## src/rtl/anita3_scaler_readout.sv

```systemverilog
// Once-per-second scaler snapshot streamed as a header word plus NUM_CH data words.
// Optional macro ANITA3_SCALER_READOUT_CHECKSUM_EN appends an XOR checksum word to each frame.
module anita3_scaler_readout #(
  parameter int NUM_CH = 16,
  parameter int WIDTH  = 8
) (
  input  logic                    clk_i,
  input  logic                    rst_n_i,
  input  logic                    pps_i,
  input  logic [NUM_CH*WIDTH-1:0] scalers_i,
  output logic [15:0]             dat_o,
  output logic                    valid_o,
  input  logic                    ready_i,
  output logic                    last_o,
  output logic                    busy_o,
  output logic                    overrun_o
);

  localparam int IDX_W = (NUM_CH > 1) ? $clog2(NUM_CH) : 1;
  localparam logic [IDX_W-1:0] LAST_IDX = IDX_W'(NUM_CH - 1);
`ifdef ANITA3_SCALER_READOUT_CHECKSUM_EN
  localparam bit DATA_ENDS_FRAME = 1'b0;
`else
  localparam bit DATA_ENDS_FRAME = 1'b1;
`endif

  typedef enum logic [2:0] {
    IDLE,
    CAPTURE,
    HEADER,
`ifdef ANITA3_SCALER_READOUT_CHECKSUM_EN
    DATA,
    CHECK
`else
    DATA
`endif
  } state_t;

  state_t           state;
  logic [14:0]      sec;
  logic [14:0]      hdr_sec;
  logic             ovf;
  logic [IDX_W-1:0] ch_idx;
  logic [IDX_W-1:0] next_idx;
  logic [WIDTH-1:0] snapshot [NUM_CH];
  logic             xfer;
  logic             frame_done;
  logic             accept;
  logic             drop;

  assign xfer       = valid_o & ready_i;
  assign frame_done = xfer & last_o;
  assign accept     = pps_i & ((state == IDLE) | frame_done);
  assign drop       = pps_i & ~accept;
  assign next_idx   = ch_idx + 1'b1;

  // Upstream scalers latch on the PPS edge, so their outputs settle during CAPTURE.
  always_ff @(posedge clk_i) begin
    if (state == CAPTURE) begin
      for (int k = 0; k < NUM_CH; k++) begin
        snapshot[k] <= scalers_i[k*WIDTH +: WIDTH];
      end
    end
  end

`ifdef ANITA3_SCALER_READOUT_CHECKSUM_EN
  logic [15:0] csum;

  always_ff @(posedge clk_i or negedge rst_n_i) begin
    if (!rst_n_i) begin
      csum <= '0;
    end else if (state == CAPTURE) begin
      csum <= '0;
    end else if (xfer) begin
      csum <= csum ^ dat_o;
    end
  end
`endif

  always_ff @(posedge clk_i or negedge rst_n_i) begin
    if (!rst_n_i) begin
      state     <= IDLE;
      sec       <= '0;
      hdr_sec   <= '0;
      ovf       <= 1'b0;
      ch_idx    <= '0;
      dat_o     <= '0;
      valid_o   <= 1'b0;
      last_o    <= 1'b0;
      busy_o    <= 1'b0;
      overrun_o <= 1'b0;
    end else begin
      overrun_o <= drop;
      if (pps_i) sec <= sec + 15'd1;
      if (accept) hdr_sec <= sec + 15'd1;
      // A drop in the same cycle as the header transfer must survive into the next header.
      if (drop) ovf <= 1'b1;
      else if (xfer && state == HEADER) ovf <= 1'b0;

      if (frame_done) begin
        ch_idx  <= '0;
        dat_o   <= '0;
        valid_o <= 1'b0;
        last_o  <= 1'b0;
        if (accept) begin
          state  <= CAPTURE;
          busy_o <= 1'b1;
        end else begin
          state  <= IDLE;
          busy_o <= 1'b0;
        end
      end else begin
        case (state)
          IDLE: begin
            if (accept) begin
              state  <= CAPTURE;
              busy_o <= 1'b1;
            end
          end
          CAPTURE: begin
            state   <= HEADER;
            ch_idx  <= '0;
            valid_o <= 1'b1;
            last_o  <= 1'b0;
            dat_o   <= {ovf | drop, hdr_sec};
          end
          HEADER: begin
            if (xfer) begin
              state  <= DATA;
              dat_o  <= 16'(snapshot[0]);
              last_o <= DATA_ENDS_FRAME && (NUM_CH == 1);
            end
          end
          DATA: begin
            if (xfer) begin
`ifdef ANITA3_SCALER_READOUT_CHECKSUM_EN
              if (ch_idx == LAST_IDX) begin
                state  <= CHECK;
                dat_o  <= csum ^ dat_o;
                last_o <= 1'b1;
              end else
`endif
              begin
                ch_idx <= next_idx;
                dat_o  <= 16'(snapshot[next_idx]);
                last_o <= DATA_ENDS_FRAME && (next_idx == LAST_IDX);
              end
            end
          end
`ifdef ANITA3_SCALER_READOUT_CHECKSUM_EN
          CHECK: begin
          end
`endif
          default: state <= IDLE;
        endcase
      end
    end
  end

endmodule

```

## config.mk

```make
export PLATFORM = sky130hd
export DESIGN_NAME = anita3_scaler_readout
export DESIGN_NICKNAME = d
export VERILOG_FILES = /design/src/rtl/anita3_scaler_readout.sv
export SDC_FILE = /design/constraint.sdc
export NUM_CORES = 1
export LEC_CHECK = 0
export BUFFER_PORTS_ARGS = -buffer_cell sky130_fd_sc_hd__buf_2
export CORE_ASPECT_RATIO = 2
export CORE_MARGIN = 2
export CORE_UTILIZATION = 43
export CTS_BUF_LIST = sky130_fd_sc_hd__clkbuf_8
export DETAILED_ROUTE_END_ITERATION = 6
export GPL_ROUTABILITY_DRIVEN = 0
export GPL_TIMING_DRIVEN = 0
export HOLD_SLACK_MARGIN = 0.02
export PLACE_DENSITY = 0.67
export SLEW_MARGIN = 20
export SYNTH_ARGS = -nofsm -noshare
export SYNTH_HDL_FRONTEND = slang
export SYNTH_SLANG_ARGS = --single-unit
```

## constraint.sdc

```tcl
create_clock -name clk_i -period 5.61 [get_ports clk_i]
set_clock_uncertainty 0.15 [all_clocks]
set_input_delay 0.8415 -clock clk_i [delete_from_list [all_inputs] [get_ports clk_i]]
set_output_delay 0.8415 -clock clk_i [all_outputs]
set_load 0.02 [all_outputs]
```

==> flow_summary.json <==
{
  "hold-worst-slack_ns": 0.290,
  "cts_tree": "yes",
  "total_power_uw": 4340,
  "synth.distinct_cells": 45,
  "cts_hold_buf": 0,
  "vias": 4883,
  "cts.sinks": 185,
  "fp.dieH_microns": 193,
  "grt_start_max_net_pins": 62,
  "clock_path_buffers": 2,
  "p_seq_share_pct": 48.4,
  "grt_pass1_wl_microns": 26800,
  "first_iter_violations": 266,
  "grt_setup_unrepaired": "false",
  "postLayoutCellArea_sq_mm": 0.00918,
  "die_w_microns": 98.4,
  "grt.total_usage_pct": 18.7,
  "grt_antenna_before_repair": 0,
  "swShare_pct": 34.2,
  "ir_drop_uv": 267,
  "worst_slew_pin_slew_ns": 0.788,
  "yosys_warnings": 0,
  "clock_power_share_pct": 20.6,
  "worstSetupPathType": "reg -> reg",
  "hold_class": "in -> async",
  "p_int_uw": 2860,
  "relSlewSlack_pct": 47.1,
  "end_kind": "flop",
  "overflow": 0,
  "detail-route-antenna-nets": 0,
  "n_fill_cell": 1558,
  "synth-seq-cells": 185,
  "multi_input_area_sq_mm": 0.00222,
  "drive_gt1_share_pct": 30.0,
  "async_flop_share_pct": 30.8,
  "combPwrFrac_pct": 30.9,
  "hold_viol": 0,
  "critical_path.slowest_cell": "buf_1",
  "placed_area_sq_mm": 0.00875,
  "powerDensity_mw_per_mm2": 473,
  "die-area_sq_mm": 0.0190,
  "fin_crit_sh_pct": 64.8,
  "grt_pass1_vias": 5008,
  "wl_per_cell_microns": 18.5,
  "final.min_clock_period_ns": 3.63,
  "synthToLayoutAreaGrowth_pct": 19.7,
  "rr_worst_depth": 9,
  "cts_buffers": 17,
  "cts.htree.levels": 4,
  "ys.flop_type": "edfxtp_1",
  "num_rows": 69,
  "syn_avg_cell_area_sq_um": 14.6,
  "drt_first_pass_iters": 5,
  "cp_max_fo": 10,
  "p_switching_uw": 1490,
  "dp_hpwl_microns": 12600,
  "cp_slowest_stage_delay_ns": 0.59,
  "cts-root-buf": "clkbuf_8",
  "outcome": "finished clean",
  "critPathLaunchType": "flop",
  "wirelength_microns": 17100,
  "clkLatencyLatePin_ns": 0.47,
  "syn_nets": 663,
  "crit_chain": "buf_2 > clkinv_1 > ha_1 > buf_2 > buf_1 > nand3b_1 > a21oi_1 > a2111oi_0 > o31ai_1",
  "cts_setup_buffers": 0,
  "worstPathRequired_ns": 5.83,
  "setup_viol": 0,
  "cpMostUsedCell": "buf_2",
  "drc": 0,
  "routed_via_density": 5.28,
  "cts_resized": 0,
  "synth_edf_count": 128,
  "initial_utilization_pct": 43.5,
  "synth_cells": 524,
  "max_freq_mhz": 275,
  "final.setup.tns_ns": 0,
  "seq_area_frac_synth_pct": 68.8,
  "syn_area_sq_mm": 0.00766,
  "maxCapViolations": 0,
  "path_clk_slew_ns": 0.11,
  "maxSlewViolCount": 0,
  "port_buffers": 151,
  "ioPinCount": 152,
  "p_leak_uw": 0.00366,
  "final_nets": 835,
  "arrival_ns": 3.85,
  "final-seq-area_sq_mm": 0.00527,
  "coreArea_sq_mm": 0.0176
}
## per-stage QoR
stage / util, % / setup slack, ns / instances
floorplan: - / 0.810 / 524
global placement: 49.3 / -0.662 / 888
detailed placement: 49.7 / 1.99 / 890
CTS: 52.1 / 1.97 / 922
global route: 52.1 / 1.72 / 922
finish: 52.1 / 1.98 / 924
## worst paths after layout
| kind | end | startpoint | slack (ns) |
|---|---|---|---|
| min in group clk_i | dat_o[15]$_DFFE_PN0P_ | dat_o[15]$_DFFE_PN0P_ | 0.33 |
| max reg2reg | dat_o[2]$_DFFE_PN0P_ | ch_idx[0]$_DFFE_PN0P_ | 1.98 |
| max in group asynchronous | hdr_sec[1]$_DFFE_PN0P_ | rst_n_i | 4.53 |
| min | sec[12]$_DFFE_PN0P_ | rst_n_i | 0.29 |
| max | dat_o[2]$_DFFE_PN0P_ | ch_idx[0]$_DFFE_PN0P_ | 1.98 |
| min reg2reg | dat_o[15]$_DFFE_PN0P_ | dat_o[15]$_DFFE_PN0P_ | 0.33 |
## power by group through the flow
stage / combinational [uW] / sequential (uW) / clock [uW]
floorplan: 864 / 2170 / 0
global placement: 1270 / 2190 / 0
detailed placement: 1360 / 2140 / 0
CTS: 1360 / 2110 / 923
global route: 1490 / 2140 / 978
finish: 1340 / 2100 / 897
## critical path, delay by kind of cell (launching register included)
kind	cells	cell delay, ns
buf+inv	4	1.48
flops	1	0.35
fa+ha+maj	1	0.43
simple gates	1	0.43
compound gates	3	0.69
## sequential cells by signal (all words and copies together) (netlist names), 2 cells and up
| register | flops |
|---|---|
| ch_idx | 4 |
| hdr_sec | 15 |
| state | 2 |
| sec | 15 |
| snapshot | 128 |
| dat_o | 16 |
## cell usage in the layout, fill, tap and decap left out, drive strengths merged, types with 15 or more instances in the layout
cell / count
nor2: 15
xor2: 15
clkbuf: 36
mux4: 24
edfxtp: 128
nand2: 95
buf: 162
dfrtp: 57
a21oi: 17
o21ai: 27
xnor2: 16
## metal layers
metal	up-vias	track usage [%]	wire [microns]	part of all wire [%]
li1	2315	-	-	-
met1	2364	23.8	7000	41
met2	187	30.8	8510	50
met3	17	5.87	1330	7.8
met4	0	5.74	252	1.5
met5	-	0	0	0
## cells in the mapped netlist (7+ instances only)
library cell,count,share of area [%]
o21ai_0,26,1.7
a2bb2oi_1,7,0.80
o31ai_1,7,0.69
a21oi_1,17,1.1
ha_1,7,1.1
xnor2_1,16,1.8
edfxtp_1,128,50
o211ai_1,8,0.78
clkbuf_1,19,0.93
dfrtp_1,57,19
a22o_1,8,0.91
and3_1,11,0.90
mux4_1,8,2.7
mux4_2,16,4.7
nand3_1,11,0.72
nor2_1,15,0.73
xor2_1,14,1.6
nand2_1,95,4.7
## area by class of cell
class | instances | share of cell area [%]
Clock inverter | 15 | 1.98
Sequential cell | 185 | 57.4
Timing Repair Buffer | 153 | 8.86
Multi-Input combinational cell | 304 | 24.2
Inverter | 7 | 0.286
Clock buffer | 17 | 2.55
Buffer | 28 | 1.70
Antenna cell | 2 | 0.0545
Tap cell | 213 | 2.90
## cell families after synthesis
kind of cell	synth area share, %
XOR/XNOR	3.64
multiplexers	7.74
AND/OR/NAND/NOR	8.56
buffers and inverters	2.38
flip-flops	68.8
AO/OA/AOI/OAI	7.76
adder cells (fa/ha/maj)	1.14
Note: power is estimated with default switching activity, not from simulation.
